<file path="config.mk">
export PLATFORM = sky130hd
export DESIGN_NAME = mem_burst_read_flat
export DESIGN_NICKNAME = d
export VERILOG_FILES = /design/src/rtl/mem_pkg.sv /design/src/rtl/mem_burst_read_if.sv /design/src/rtl/mem_burst_read.sv /design/src/flat_wrapper.sv
export SDC_FILE = /design/constraint.sdc
export NUM_CORES = 1
export LEC_CHECK = 0
export ABC_AREA = 1
export CORE_AREA = 2 2 233 235
export DETAILED_ROUTE_END_ITERATION = 12
export DIE_AREA = 0 0 235 237
export GPL_TIMING_DRIVEN = 0
export PLACE_DENSITY_LB_ADDON = 0.2
export SKIP_LAST_GASP = 1
export SYNTH_ARGS = -nofsm -noshare
export SYNTH_HDL_FRONTEND = slang
export SYNTH_SLANG_ARGS = --single-unit
</file>
<file path="constraint.sdc">
create_clock -name ddr_clk_i -period 15.6 [get_ports ddr_clk_i]
set_clock_uncertainty 0.05 [all_clocks]
set_input_delay 2.34 -clock ddr_clk_i [delete_from_list [all_inputs] [get_ports ddr_clk_i]]
set_output_delay 2.34 -clock ddr_clk_i [all_outputs]
set_load 0.05 [all_outputs]
</file>
<file path="src/rtl/mem_pkg.sv">
// Shared definitions for the DDR burst engines (read today, write later).
// Holds the engine state encoding, the controller read opcode and the
// default per-beat address increment.
package mem_pkg;

  localparam int unsigned BURST_LEN_W       = 8;
  localparam int unsigned DEFAULT_ADDR_STEP = 8;
  localparam logic [2:0]  APP_CMD_READ      = 3'b001;

  typedef logic [BURST_LEN_W-1:0] burst_len_t;

  typedef enum logic [1:0] {
    ST_IDLE = 2'd0,
    ST_CMD  = 2'd1,
    ST_WAIT = 2'd2,
    ST_DONE = 2'd3
  } mem_state_e;

endpackage

</file>
<file path="src/rtl/mem_burst_read_if.sv">
// Bus bundle between a user read port, the burst read engine and the
// memory controller app interface.
//   user side : rd_ddr_req/len/addr in, rd_ddr_data_valid/data/finish, rd_timeout out
//   app side  : app_en/cmd/addr out, app_rdy, app_rd_data_valid/data in
// slave  = the burst read engine
// master = the environment (user logic plus memory controller)
interface mem_burst_read_if #(
  parameter int unsigned ADDR_WIDTH    = 30,
  parameter int unsigned MEM_DATA_BITS = 256
);

  logic                     rd_ddr_req;
  mem_pkg::burst_len_t      rd_ddr_len;
  logic [ADDR_WIDTH-1:0]    rd_ddr_addr;
  logic                     rd_ddr_data_valid;
  logic [MEM_DATA_BITS-1:0] rd_ddr_data;
  logic                     rd_ddr_finish;
  logic                     rd_timeout;

  logic                     app_en;
  logic [2:0]               app_cmd;
  logic [ADDR_WIDTH-1:0]    app_addr;
  logic                     app_rdy;
  logic                     app_rd_data_valid;
  logic [MEM_DATA_BITS-1:0] app_rd_data;

  modport slave (
    input  rd_ddr_req, rd_ddr_len, rd_ddr_addr,
    output rd_ddr_data_valid, rd_ddr_data, rd_ddr_finish, rd_timeout,
    output app_en, app_cmd, app_addr,
    input  app_rdy, app_rd_data_valid, app_rd_data
  );

  modport master (
    output rd_ddr_req, rd_ddr_len, rd_ddr_addr,
    input  rd_ddr_data_valid, rd_ddr_data, rd_ddr_finish, rd_timeout,
    input  app_en, app_cmd, app_addr,
    output app_rdy, app_rd_data_valid, app_rd_data
  );

endinterface

</file>
<file path="src/rtl/mem_burst_read.sv">
// Burst read engine: on a rising edge of rd_ddr_req it issues rd_ddr_len
// read commands to the memory controller at consecutive ADDR_STEP-spaced
// addresses, forwards the returned beats one cycle later and pulses
// rd_ddr_finish once all beats are back. A busy watchdog aborts a stuck
// transaction with a rd_timeout pulse.
// Ports:
//   ddr_clk_i  clock, rising edge
//   ddr_rst_i  asynchronous active-high reset
//   bus        mem_burst_read_if slave modport (user request/response and
//              memory controller command/read-data signals)
module mem_burst_read
  import mem_pkg::*;
#(
  parameter real         TCQ           = 0.1,
  parameter int unsigned MEM_DATA_BITS = 256,
  parameter int unsigned ADDR_WIDTH    = 30,
  parameter int unsigned ADDR_STEP     = DEFAULT_ADDR_STEP,
  parameter int unsigned TIMEOUT       = 8000
) (
  input  logic            ddr_clk_i,
  input  logic            ddr_rst_i,
  mem_burst_read_if.slave bus
);

  localparam int unsigned LEN_W  = BURST_LEN_W;
  localparam int unsigned BUSY_W = $clog2(TIMEOUT + 1);

  // TCQ only matters to delay-annotated models; this RTL is delay free.
  if (TCQ < 0.0) begin : g_tcq_negative
  end

  mem_state_e               state;
  mem_state_e               next_state;

  logic                     req_d0;
  burst_len_t               len_q;
  burst_len_t               cmd_cnt;
  burst_len_t               data_cnt;
  logic [BUSY_W-1:0]        busy_cnt;

  logic [ADDR_WIDTH-1:0]    app_addr_q;
  logic                     app_en_q;
  logic                     rd_valid_q;
  logic [MEM_DATA_BITS-1:0] rd_data_q;
  logic                     finish_q;
  logic                     timeout_q;

  logic                     busy;
  logic                     req_edge;
  logic                     cmd_fire;
  logic                     last_cmd;
  logic                     beat;
  logic                     data_done;
  logic                     timeout_hit;
  logic                     start;
  logic                     abort;

  // Transaction event decode
  assign busy        = (state == ST_CMD) || (state == ST_WAIT);
  assign req_edge    = bus.rd_ddr_req && !req_d0;
  assign cmd_fire    = (state == ST_CMD) && app_en_q && bus.app_rdy;
  assign last_cmd    = cmd_fire && (cmd_cnt == (len_q - LEN_W'(1)));
  assign beat        = busy && bus.app_rd_data_valid;
  assign data_done   = beat && ((data_cnt + LEN_W'(1)) == len_q);
  // Fires on the last of TIMEOUT busy cycles so a transaction never exceeds it.
  assign timeout_hit = busy && (busy_cnt == BUSY_W'(TIMEOUT - 1));

  // State register
  always_ff @(posedge ddr_clk_i or posedge ddr_rst_i) begin
    if (ddr_rst_i) begin
      state <= ST_IDLE;
    end else begin
      state <= next_state;
    end
  end

  // Next state; completion wins over the watchdog when both land together
  always_comb begin
    next_state = state;
    start      = 1'b0;
    abort      = 1'b0;
    case (state)
      ST_IDLE: begin
        if (req_edge) begin
          start      = 1'b1;
          next_state = (bus.rd_ddr_len == '0) ? ST_DONE : ST_CMD;
        end
      end
      ST_CMD: begin
        if (data_done) begin
          next_state = ST_DONE;
        end else if (timeout_hit) begin
          abort      = 1'b1;
          next_state = ST_IDLE;
        end else if (last_cmd) begin
          next_state = ST_WAIT;
        end
      end
      ST_WAIT: begin
        if (data_done) begin
          next_state = ST_DONE;
        end else if (timeout_hit) begin
          abort      = 1'b1;
          next_state = ST_IDLE;
        end
      end
      ST_DONE: begin
        next_state = ST_IDLE;
      end
      default: begin
        next_state = ST_IDLE;
      end
    endcase
  end

  // Request edge detector
  always_ff @(posedge ddr_clk_i or posedge ddr_rst_i) begin
    if (ddr_rst_i) begin
      req_d0 <= 1'b0;
    end else begin
      req_d0 <= bus.rd_ddr_req;
    end
  end

  // Latched burst length and command/data/busy counters
  always_ff @(posedge ddr_clk_i or posedge ddr_rst_i) begin
    if (ddr_rst_i) begin
      len_q    <= '0;
      cmd_cnt  <= '0;
      data_cnt <= '0;
      busy_cnt <= '0;
    end else begin
      if (start) begin
        len_q <= bus.rd_ddr_len;
      end
      if (state == ST_IDLE) begin
        cmd_cnt  <= '0;
        data_cnt <= '0;
      end else begin
        if (cmd_fire) begin
          cmd_cnt <= cmd_cnt + LEN_W'(1);
        end
        if (beat) begin
          data_cnt <= data_cnt + LEN_W'(1);
        end
      end
      busy_cnt <= busy ? (busy_cnt + BUSY_W'(1)) : '0;
    end
  end

  // Command address: loaded at start, advanced per accepted command
  always_ff @(posedge ddr_clk_i or posedge ddr_rst_i) begin
    if (ddr_rst_i) begin
      app_addr_q <= '0;
    end else if (start) begin
      app_addr_q <= bus.rd_ddr_addr;
    end else if (cmd_fire) begin
      app_addr_q <= app_addr_q + ADDR_WIDTH'(ADDR_STEP);
    end
  end

  // Output register stage
  always_ff @(posedge ddr_clk_i or posedge ddr_rst_i) begin
    if (ddr_rst_i) begin
      app_en_q   <= 1'b0;
      rd_valid_q <= 1'b0;
      rd_data_q  <= '0;
      finish_q   <= 1'b0;
      timeout_q  <= 1'b0;
    end else begin
      app_en_q   <= (next_state == ST_CMD);
      rd_valid_q <= beat;
      if (beat) begin
        rd_data_q <= bus.app_rd_data;
      end
      finish_q   <= (next_state == ST_DONE);
      timeout_q  <= abort;
    end
  end

  assign bus.app_en            = app_en_q;
  assign bus.app_cmd           = APP_CMD_READ;
  assign bus.app_addr          = app_addr_q;
  assign bus.rd_ddr_data_valid = rd_valid_q;
  assign bus.rd_ddr_data       = rd_data_q;
  assign bus.rd_ddr_finish     = finish_q;
  assign bus.rd_timeout        = timeout_q;

endmodule

</file>
<file path="src/flat_wrapper.sv">
// flat-port wrapper written by rule: the top's interface ports become plain ports
module mem_burst_read_flat import mem_pkg::*;
#(
  parameter real         TCQ           = 0.1,
  parameter int unsigned MEM_DATA_BITS = 256,
  parameter int unsigned ADDR_WIDTH    = 30,
  parameter int unsigned ADDR_STEP     = DEFAULT_ADDR_STEP,
  parameter int unsigned TIMEOUT       = 8000
)
  (ddr_clk_i, ddr_rst_i, bus_rd_ddr_req, bus_rd_ddr_len, bus_rd_ddr_addr, bus_rd_ddr_data_valid, bus_rd_ddr_data, bus_rd_ddr_finish, bus_rd_timeout, bus_app_en, bus_app_cmd, bus_app_addr, bus_app_rdy, bus_app_rd_data_valid, bus_app_rd_data);
  mem_burst_read_if #(.ADDR_WIDTH(ADDR_WIDTH), .MEM_DATA_BITS(MEM_DATA_BITS)) bus_i ();
  input  logic ddr_clk_i;
  input  logic ddr_rst_i;
  input wire logic [$bits(bus_i.rd_ddr_req)-1:0] bus_rd_ddr_req;
  input wire logic [$bits(bus_i.rd_ddr_len)-1:0] bus_rd_ddr_len;
  input wire logic [$bits(bus_i.rd_ddr_addr)-1:0] bus_rd_ddr_addr;
  output wire logic [$bits(bus_i.rd_ddr_data_valid)-1:0] bus_rd_ddr_data_valid;
  output wire logic [$bits(bus_i.rd_ddr_data)-1:0] bus_rd_ddr_data;
  output wire logic [$bits(bus_i.rd_ddr_finish)-1:0] bus_rd_ddr_finish;
  output wire logic [$bits(bus_i.rd_timeout)-1:0] bus_rd_timeout;
  output wire logic [$bits(bus_i.app_en)-1:0] bus_app_en;
  output wire logic [$bits(bus_i.app_cmd)-1:0] bus_app_cmd;
  output wire logic [$bits(bus_i.app_addr)-1:0] bus_app_addr;
  input wire logic [$bits(bus_i.app_rdy)-1:0] bus_app_rdy;
  input wire logic [$bits(bus_i.app_rd_data_valid)-1:0] bus_app_rd_data_valid;
  input wire logic [$bits(bus_i.app_rd_data)-1:0] bus_app_rd_data;
  assign bus_i.rd_ddr_req = bus_rd_ddr_req;
  assign bus_i.rd_ddr_len = bus_rd_ddr_len;
  assign bus_i.rd_ddr_addr = bus_rd_ddr_addr;
  assign bus_rd_ddr_data_valid = bus_i.rd_ddr_data_valid;
  assign bus_rd_ddr_data = bus_i.rd_ddr_data;
  assign bus_rd_ddr_finish = bus_i.rd_ddr_finish;
  assign bus_rd_timeout = bus_i.rd_timeout;
  assign bus_app_en = bus_i.app_en;
  assign bus_app_cmd = bus_i.app_cmd;
  assign bus_app_addr = bus_i.app_addr;
  assign bus_i.app_rdy = bus_app_rdy;
  assign bus_i.app_rd_data_valid = bus_app_rd_data_valid;
  assign bus_i.app_rd_data = bus_app_rd_data;
  mem_burst_read #(.TCQ(TCQ), .MEM_DATA_BITS(MEM_DATA_BITS), .ADDR_WIDTH(ADDR_WIDTH), .ADDR_STEP(ADDR_STEP), .TIMEOUT(TIMEOUT)) u_core (.ddr_clk_i(ddr_clk_i), .ddr_rst_i(ddr_rst_i), .bus(bus_i));
endmodule
</file>
==> flow_summary.yaml, run 1 <==
final_layout:
  num_antenna_cells: 0
  utilization: 0.419
  drive_gt1_frac: 0.0424
  multi_input_area_sq_um: 5220
  final_nets: 2660
  area_growth_pct: 58.2
  seq_area_sq_um: 8260
  fillers: 5310
clock_network:
  insertion_delay_ns: 0.57
  cts_resized: 0
  cts_root_buf: "clkbuf_16"
  cts_tree: "done"
  cts.sink_count: 330
  cts_inserted_buffers: 42
  hold_buffers: 0
  postCtsSetupRepairBufs: 0
  cts.htree.levels: 2
  path_clk_slew_ns: 0.06
  cts_buffer_depth: 3
floorplanning:
  coreArea_sq_um: 53300
  rows: 85
  io_pins: 592
  die_area_sq_um: 55700
  die-width_um: 235
  start_util: 0.265
  die_h_um: 237
worst_setup_path:
  worstSetupPathType: "flip-flop to output pin"
  crit_path_start_kind: "flip-flop"
  cp_max_fo: 6
  endpoint_kind: "output pin"
  crit_buf_inv: 1
  crit_arrival_ns: 1.93
  critPathRequiredTime_ns: 13.21
  critPathTopFamily: "buffers and inverters"
  slowest_stage: "clkdlybuf4s50_1"
  rrSetupSlack_ns: 13.03
  crit_chain: "clkdlybuf4s50_1"
  cp_slowest_stage_delay_ns: 0.87
route:
  wl_per_cell_um: 18.1
  first_pass_iters: 5
  drt_iter0_drc: 710
  routed_via_density: 4.38
  wirelength_um: 55600
  ant_nets: 0
  post-route-drc-count: 0
  route.vias.total: 13483
placed_design:
  place_congestion: 0.897
  dpl_worst_slack_ns: 10.93
  port-buffer-count: 588
  dpl.hpwl_um: 42900
global_route:
  grt-ovfl-total: 0
  grt_max_degree: 101
  antenna_found_initial: 6
  grt_pass1_vias: 13878
  track_usage: 0.196
  grt_pass1_wl_um: 84600
synth:
  yosysTopAreaCellShare: 0.585
  ys_seq_area_frac: 0.585
  async_reset_ff_frac: 1.00
  synthCells: 1717
  yosys_warnings: 0
  synth_cell_type_count: 46
  syn_avg_cell_area_sq_um: 8.22
  yosysTopAreaCell: "dfrtp_1"
  synth.cell_area_sq_um: 14100
  yosys.cell_count.top_type: "nand2_1"
  ys_seq_elements: 330
  synth_edf_count: 0
  synthTopCellsByArea: "dfrtp_1, nand2_1, inv_1, nand3_1, o21ai_0"
  yosys-top-cells-count: "nand2_1, dfrtp_1, inv_1"
  ys_dominant_reg_cell: "dfrtp_1"
power_and_ir_drop:
  p_per_area_nw_per_um2: 246
  vdd_ir_drop_max_uv: 128
  power_leakage_nw: 10.6
timing:
  finalCritPeriodShare: 0.277
  rsz0062_at_grt: "false"
  tightestPinTransition_ns: 0.774
  setup_viol: 0
  max_freq_mhz: 231
  whs_ns: 0.423
  fin_ws_ns: 11.28
  relSlewSlack: 0.484
  hold_viol: 0
  slew_violations: 0
  min_period_ns: 4.32
hold_path:
  holdCritPathClass: "flip-flop to flip-flop"
run:
  drv_cap: 0
run_status:
  outcome: "finished, final reports clean"
## state kept, by name, summed over array words and instances (netlist names)
name / flops
u_core.bus.rd_ddr_data: 256
u_core.bus.app_en: 1
u_core.bus.app_addr: 30
u_core.state: 2
u_core.cmd_cnt: 8
u_core.bus.rd_ddr_data_valid: 1
u_core.busy_cnt: 13
u_core.bus.rd_timeout: 1
u_core.req_d0: 1
u_core.data_cnt: 8
u_core.len_q: 8
u_core.bus.rd_ddr_finish: 1
## worst min-delay path: cells and delay by family (launching register included)
kind          cells  cell delay [ns]
flops             1             0.33
simple gates      2             0.10
## placed cells by master, fill, tap and decap left out, types with 3 or more instances in the layout
master             n
clkbuf_16         42
or2_2              3
inv_2              3
a21oi_1           19
nand2_2            4
clkbuf_1          76
ha_1               8
buf_4              5
nor2_4             3
clkbuf_8           8
a211oi_1           3
nand4_1           12
inv_1             87
nor2_1            57
o21ai_1            3
nor3_1            20
nand3_2            4
nor4_1             6
buf_16             3
nor2_2             6
clkdlybuf4s50_1  588
nand2_1          918
conb_1             3
o22ai_1           12
xor2_1            10
o211ai_1           6
buf_2              3
o21ai_0           50
a31oi_1            3
dfrtp_1          330
nand3_1           55
## through the flow
stage	power, W	cell area, sq um	TNS (ns)	cells
after floorplan	0.00336	14100	0	1718
after global placement	0.00453	20900	-271.79	3002
after detailed placement	0.00454	21000	0	3005
after CTS	0.00555	22300	0	3078
after global routing	0.00579	22300	0	3078
final	0.00549	22300	0	3078
## cell type report
type | instances | share of cell area
Buffer | 72 | 0.0131
Clock inverter | 9 | 0.00661
Tap cell | 696 | 0.0390
Sequential cell | 330 | 0.370
Multi-Input combinational cell | 1224 | 0.234
Timing Repair Buffer | 591 | 0.267
Inverter | 92 | 0.0158
Clock buffer | 64 | 0.0544
## power by group
part	total, W	switching, W	leakage (nW)	internal, W
registers	0.00149	0.000255	4.09	0.00124
logic	0.00303	0.00211	5.86	0.000920
clock network	0.000971	0.000398	0.654	0.000573
## kinds of logic after synthesis
logic type | after synthesis | share of synthesized area
DFF | 330 | 0.585
AOI/OAI and AO/OA | 103 | 0.0412
adders and majority gates | 8 | 0.00709
and+or+nand+nor | 1099 | 0.314
other | 2 | 0.000532
buffers and inverters | 164 | 0.0452
xor gates and xnor gates | 11 | 0.00683
## final timing paths
check	start	endpoint	depth (start not counted)
max	u_core.bus.app_addr[9]	bus_app_addr[9]	1
min	u_core.bus.rd_ddr_data[68]	u_core.bus.rd_ddr_data[68]	2
max reg2reg	u_core.state[0]	u_core.bus.rd_ddr_data[60]	8
min reg2reg	u_core.bus.rd_ddr_data[68]	u_core.bus.rd_ddr_data[68]	2
max in group asynchronous	ddr_rst_i	u_core.bus.rd_ddr_data[150]	4
min in group asynchronous	ddr_rst_i	u_core.bus.rd_ddr_data[34]	2
## per-layer routing
metal | vias up | share of wire | GRT usage | wire length, um
li1 | 6591 | - | - | -
met1 | 6392 | 0.40 | 0.232 | 22000
met2 | 416 | 0.49 | 0.337 | 27400
met3 | 72 | 0.091 | 0.0760 | 5060
met4 | 12 | 0.019 | 0.0439 | 1050
met5 | - | 0.0013 | 0 | 75
(Power assumes the default switching activity.)
==> run 2: changes to the inputs <==
clock period = 4 ns   (was 15.6 ns; I/O delays follow)
==> run 2 against run 1 <==
  * Final area is 0.36% higher
  * Critical path depth grew 8
  * Combinational power rose to 3.9 times the previous value
  * Critical path type is now flip-flop to flip-flop
  * Die area stayed put
  * Sequential power grew to 3.9 times the previous value
  * Global-route usage grew 0.29 points
  * Clock-buffer cell count fell by 11
  * First-iteration DRC count rose by 3.5%
  * Highest routed layer unchanged
  * Largest power group unchanged
  * Clock power grew to 3.9 times the previous value
  * Worst hold slack lost 0.012 ns
  * Utilization rose by 0.15 points
==> flow_summary.yaml, run 2 (synthesis results as in run 1) <==
final_layout:
  final_nets: 2665
  area_growth_pct: 58.8
  drive_gt1_frac: 0.0461
  largest_reg_flops: 256
  seq_area_sq_um: 8260
  final_common_cell: "nand2_1"
  most-common-layout-cells: "nand2_1, clkdlybuf4s50_1, dfrtp_1, inv_1, clkbuf_1"
  fin_cells: 3083
  fillers: 5302
  multi_input_area_sq_um: 5220
  final_area_sq_um: 22400
floorplanning:
  die_h_um: 237
  die-width_um: 235
  start_util: 0.265
  die_area_sq_um: 55700
  io_pins: 592
  rows: 85
  coreArea_sq_um: 53300
timing:
  setup-tns-final_ns: 0
  relSlewSlack: 0.433
  finalCritPeriodShare: 0.653
  rsz0062_at_grt: "false"
  whs_ns: 0.411
  setup_viol: 0
  max_freq_mhz: 383
  slew_violations: 0
  fin_ws_ns: 1.39
  min_period_ns: 2.61
  hold_viol: 0
  tightestPinTransition_ns: 0.851
worst_setup_path:
  crit_path_start_kind: "flip-flop"
  critPathTopFamily: "buffers and inverters"
  cp_max_fo: 10
  crit_arrival_ns: 3.05
  crit_buf_inv: 5
  endpoint_kind: "flip-flop"
  slowest_stage: "clkbuf_1"
  cp_slowest_stage_delay_ns: 0.58
  worstSetupPathType: "flip-flop to flip-flop"
  crit_chain: "inv_1 > ha_1 > buf_4 > nand2_4 > inv_2 > clkbuf_1 > clkbuf_1 > nand2_1 > nand2_1"
  critPathRequiredTime_ns: 4.44
placed_design:
  placed_area_sq_um: 21100
  place_congestion: 0.925
  port-buffer-count: 588
  dpl.cell_count: 3011
  dpl.hpwl_um: 43900
  dpl_worst_slack_ns: 1.04
clock_network:
  cts.htree.levels: 2
  cts_resized: 0
  cts.sink_count: 330
  cts_inserted_buffers: 41
  postCtsSetupRepairBufs: 0
  cts_tree: "done"
  path_clk_slew_ns: 0.05
  cts_root_buf: "clkbuf_16"
  insertion_delay_ns: 0.56
  hold_buffers: 0
  cts_buffer_depth: 3
route:
  drt_iter0_drc: 735
  ant_nets: 0
  routed_via_density: 4.40
  first_pass_iters: 7
  wl_per_cell_um: 18.2
  route.vias.total: 13569
  post-route-drc-count: 0
  wirelength_um: 56200
power_and_ir_drop:
  vdd_ir_drop_max_uv: 442
  intPower_w: 0.0107
  p_per_area_nw_per_um2: 958
  swShare: 0.501
  clockPowerShare: 0.177
  combPwrFrac: 0.551
  power_leakage_nw: 10.7
  p_seq_frac: 0.272
  p_switching_w: 0.0108
run:
  drv_cap: 0
hold_path:
  holdCritPathClass: "flip-flop to flip-flop"
global_route:
  grt_pass1_wl_um: 85800
  track_usage: 0.199
  grt-ovfl-total: 0
  grt_pass1_vias: 14061
  antenna_found_initial: 6
  grt_max_degree: 41
run_status:
  outcome: "finished, final reports clean"
-- run 2: stage by stage --
| stage | power [W] | utilization |
|---|---|---|
| 2_1_floorplan | 0.0131 | - |
| 3_3_place_gp | 0.0177 | 0.392 |
| 3_5_place_dp | 0.0177 | 0.395 |
| 4_1_cts | 0.0217 | 0.420 |
| 5_1_grt | 0.0226 | 0.420 |
| 6_report | 0.0215 | 0.420 |
-- run 2: layout make-up --
| type | instances | share of cell area |
|---|---|---|
| Buffer | 72 | 0.0131 |
| Clock inverter | 17 | 0.0104 |
| Tap cell | 696 | 0.0389 |
| Timing Repair Buffer | 597 | 0.271 |
| Inverter | 92 | 0.0156 |
| Sequential cell | 330 | 0.369 |
| Clock buffer | 53 | 0.0496 |
| Multi-Input combinational cell | 1224 | 0.233 |
| Antenna cell | 2 | 0.000223 |
-- run 2: path summary, 6_finish.rpt --
check | to | start | cells past startpoint | slack (ns)
min in group asynchronous | u_core.bus.app_addr[16] | ddr_rst_i | 2 | 0.45
setup reg to reg | u_core.bus.rd_ddr_data[206] | u_core.state[0] | 9 | 1.39
max in group asynchronous | u_core.bus.rd_ddr_data[162] | ddr_rst_i | 6 | 2.08
hold / removal | u_core.busy_cnt[0] | u_core.busy_cnt[0] | 1 | 0.41
setup / recovery | u_core.bus.rd_ddr_data[206] | u_core.state[0] | 9 | 1.39
hold reg to reg | u_core.busy_cnt[0] | u_core.busy_cnt[0] | 1 | 0.41
-- run 2: power groups by stage --
stage	registers [W]	logic [W]	clock network, W
6_report	0.00584	0.0118	0.00379
5_1_grt	0.00602	0.0125	0.00406
4_1_cts	0.00583	0.0119	0.00392
3_5_place_dp	0.00582	0.0119	0
3_3_place_gp	0.00580	0.0119	0
2_1_floorplan	0.0106	0.00249	0
-- run 2: layer usage --
layer / up-vias / global-route usage / part of all wire
met1: 6440 / 0.240 / 0.40
met2: 434 / 0.340 / 0.49
met4: 8 / 0.0579 / 0.023
li1: 6610 / - / -
met3: 77 / 0.0644 / 0.083
met5: - / 0 / 0.0010
==> run 3: changes to the inputs <==
CORE_AREA = 2 2 231 233   (was 2 2 233 235)
DIE_AREA = 0 0 233 235   (was 0 0 235 237)
clock period = 2.3 ns   (was 4 ns; I/O delays follow)
==> run 3 against run 2 <==
  * Worst hold slack got worse by 0.29 ns
  * Critical path depth shrank 8
  * Combinational power up 75%
  * Die area fell by 1.7%
  * Sequential cell count is the same
  * Register-to-register slack got worse by 1.2 ns
  * Clock power is 74% higher
  * Sequential share of layout area fell by 0.33 points
  * Cell count unchanged
  * First-iteration DRC count rose by 14%
  * Via count fell by 0.12%
  * Largest cell class unchanged
==> flow_summary.yaml, run 3 (synthesis results as in run 1) <==
route:
  drt_iter0_drc: 838
  met1_length_um: 21600
  post-route-drc-count: 0
  wl_met2_um: 27200
  routed_via_density: 4.40
  wirelength_um: 55800
  route.vias.total: 13553
  routed.top_layer: "met5"
  wl_met3_um: 4950
  ant_nets: 0
  wl_per_cell_um: 18.1
  first_pass_iters: 7
power_and_ir_drop:
  p_seq_frac: 0.270
  p_per_area_nw_per_um2: 1650
  p_switching_w: 0.0187
  clockPowerShare: 0.176
  vdd_ir_drop_max_uv: 1060
  finalPower_w: 0.0374
  power_leakage_nw: 10.9
  combPwrFrac: 0.554
  intPower_w: 0.0187
  swShare: 0.499
worst_setup_path:
  worstSetupPathType: "flip-flop to output pin"
  crit_arrival_ns: 1.86
  crit_buf_inv: 1
  endpoint_kind: "output pin"
  critPathRequiredTime_ns: 1.90
  cp_slowest_stage_delay_ns: 0.93
  crit_path_start_kind: "flip-flop"
  slowest_stage: "clkdlybuf4s50_1"
  cp_max_fo: 2
  critPathTopFamily: "buffers and inverters"
  crit_chain: "clkdlybuf4s50_1"
run:
  drv_cap: 0
timing:
  min_period_ns: 2.26
  finalCritPeriodShare: 0.982
  setup_viol: 0
  tightestPinTransition_ns: 0.722
  relSlewSlack: 0.518
  hold_viol: 0
  rsz0062_at_grt: "true"
  max_freq_mhz: 443
  whs_ns: 0.123
  slew_violations: 0
floorplanning:
  coreArea_sq_um: 52200
  die-width_um: 233
  die_h_um: 235
  die_area_sq_um: 54800
  start_util: 0.270
  rows: 84
  io_pins: 592
global_route:
  grt_pass1_vias: 13826
  grt_max_degree: 40
  track_usage: 0.202
  antenna_found_initial: 12
  grt-ovfl-total: 0
  grt_pass1_wl_um: 84100
final_layout:
  final_common_cell: "nand2_1"
  seq_area_sq_um: 8260
  drive_gt1_frac: 0.0660
  most-common-layout-cells: "nand2_1, clkdlybuf4s50_1, dfrtp_1, inv_1, nor2_1"
  fillers: 5158
  multi_input_area_sq_um: 5260
  final_nets: 2672
  largest_reg_flops: 256
  area_growth_pct: 60.2
clock_network:
  cts_inserted_buffers: 40
  cts_tree: "done"
  path_clk_slew_ns: 0.06
  cts_root_buf: "clkbuf_16"
  cts_buffer_depth: 3
  insertion_delay_ns: 0.56
  cts.sink_count: 330
  cts.htree.levels: 2
hold_path:
  holdCritPathClass: "input port to async pin"
placed_design:
  dpl.hpwl_um: 43500
  port-buffer-count: 588
  place_congestion: 0.899
run_status:
  outcome: "finished, final reports clean"
run 3: per-layer routing:
| metal | up-vias | track usage |
|---|---|---|
| met5 | - | 0 |
| met4 | 18 | 0.0739 |
| met3 | 106 | 0.0742 |
| met2 | 444 | 0.342 |
| met1 | 6370 | 0.234 |
| li1 | 6615 | - |
run 3: final cells by class:
class	instances	area share
sequential	330	0.365
timing repair buffer	605	0.272
multi-input combinational	1224	0.233
clock buffer	60	0.0557
tap	688	0.0381
inverter	92	0.0161
buffer	72	0.0147
clock inverter	10	0.00515
antenna	2	0.000221
run 3: worst paths after layout:
check	from	to	slack [ns]	depth (start not counted)
max in group asynchronous	ddr_rst_i	u_core.bus.rd_ddr_data[101]	0.51	7
min in group ddr_clk_i	bus_rd_ddr_req	u_core.req_d0	0.20	1
min reg2reg	u_core.busy_cnt[0]	u_core.busy_cnt[0]	0.42	1
max reg2reg	u_core.bus.app_addr[3]	u_core.bus.app_addr[23]	0.18	10
max	u_core.bus.rd_ddr_data[216]	bus_rd_ddr_data[216]	0.04	1
min	ddr_rst_i	u_core.bus.rd_ddr_data[17]	0.12	2
run 3: timing repair:
item	CTS	global route
gates resized for setup	41	18
setup endpoints to repair	273	111
endpoints found under the hold margin	0	0
hold buffers	0	0
pin swaps	1	2
buffers inserted	4	3
run 3: per-stage QoR:
| step | area [sq um] | setup TNS, ns | cells | util | setup slack [ns] |
|---|---|---|---|---|---|
| floorplan | 14100 | -825.55 | 1718 | - | -2.50 |
| global placement | 20900 | -1783.25 | 2994 | 0.399 | -5.23 |
| detailed placement | 21100 | -92.44 | 3004 | 0.403 | -0.523 |
| CTS | 22500 | -0.0926 | 3078 | 0.431 | -0.0676 |
| global route | 22600 | -0.00782 | 3082 | 0.433 | -0.00782 |
| finish | 22600 | 0 | 3083 | 0.433 | 0.0408 |
run 3: power by group through the flow:
stage | registers (W) | logic [W] | clock network, W
after floorplan | 0.0185 | 0.00434 | 0
after global placement | 0.0101 | 0.0206 | 0
after detailed placement | 0.0101 | 0.0207 | 0
after CTS | 0.0101 | 0.0209 | 0.00678
after global routing | 0.0104 | 0.0219 | 0.00703
final | 0.0101 | 0.0207 | 0.00659
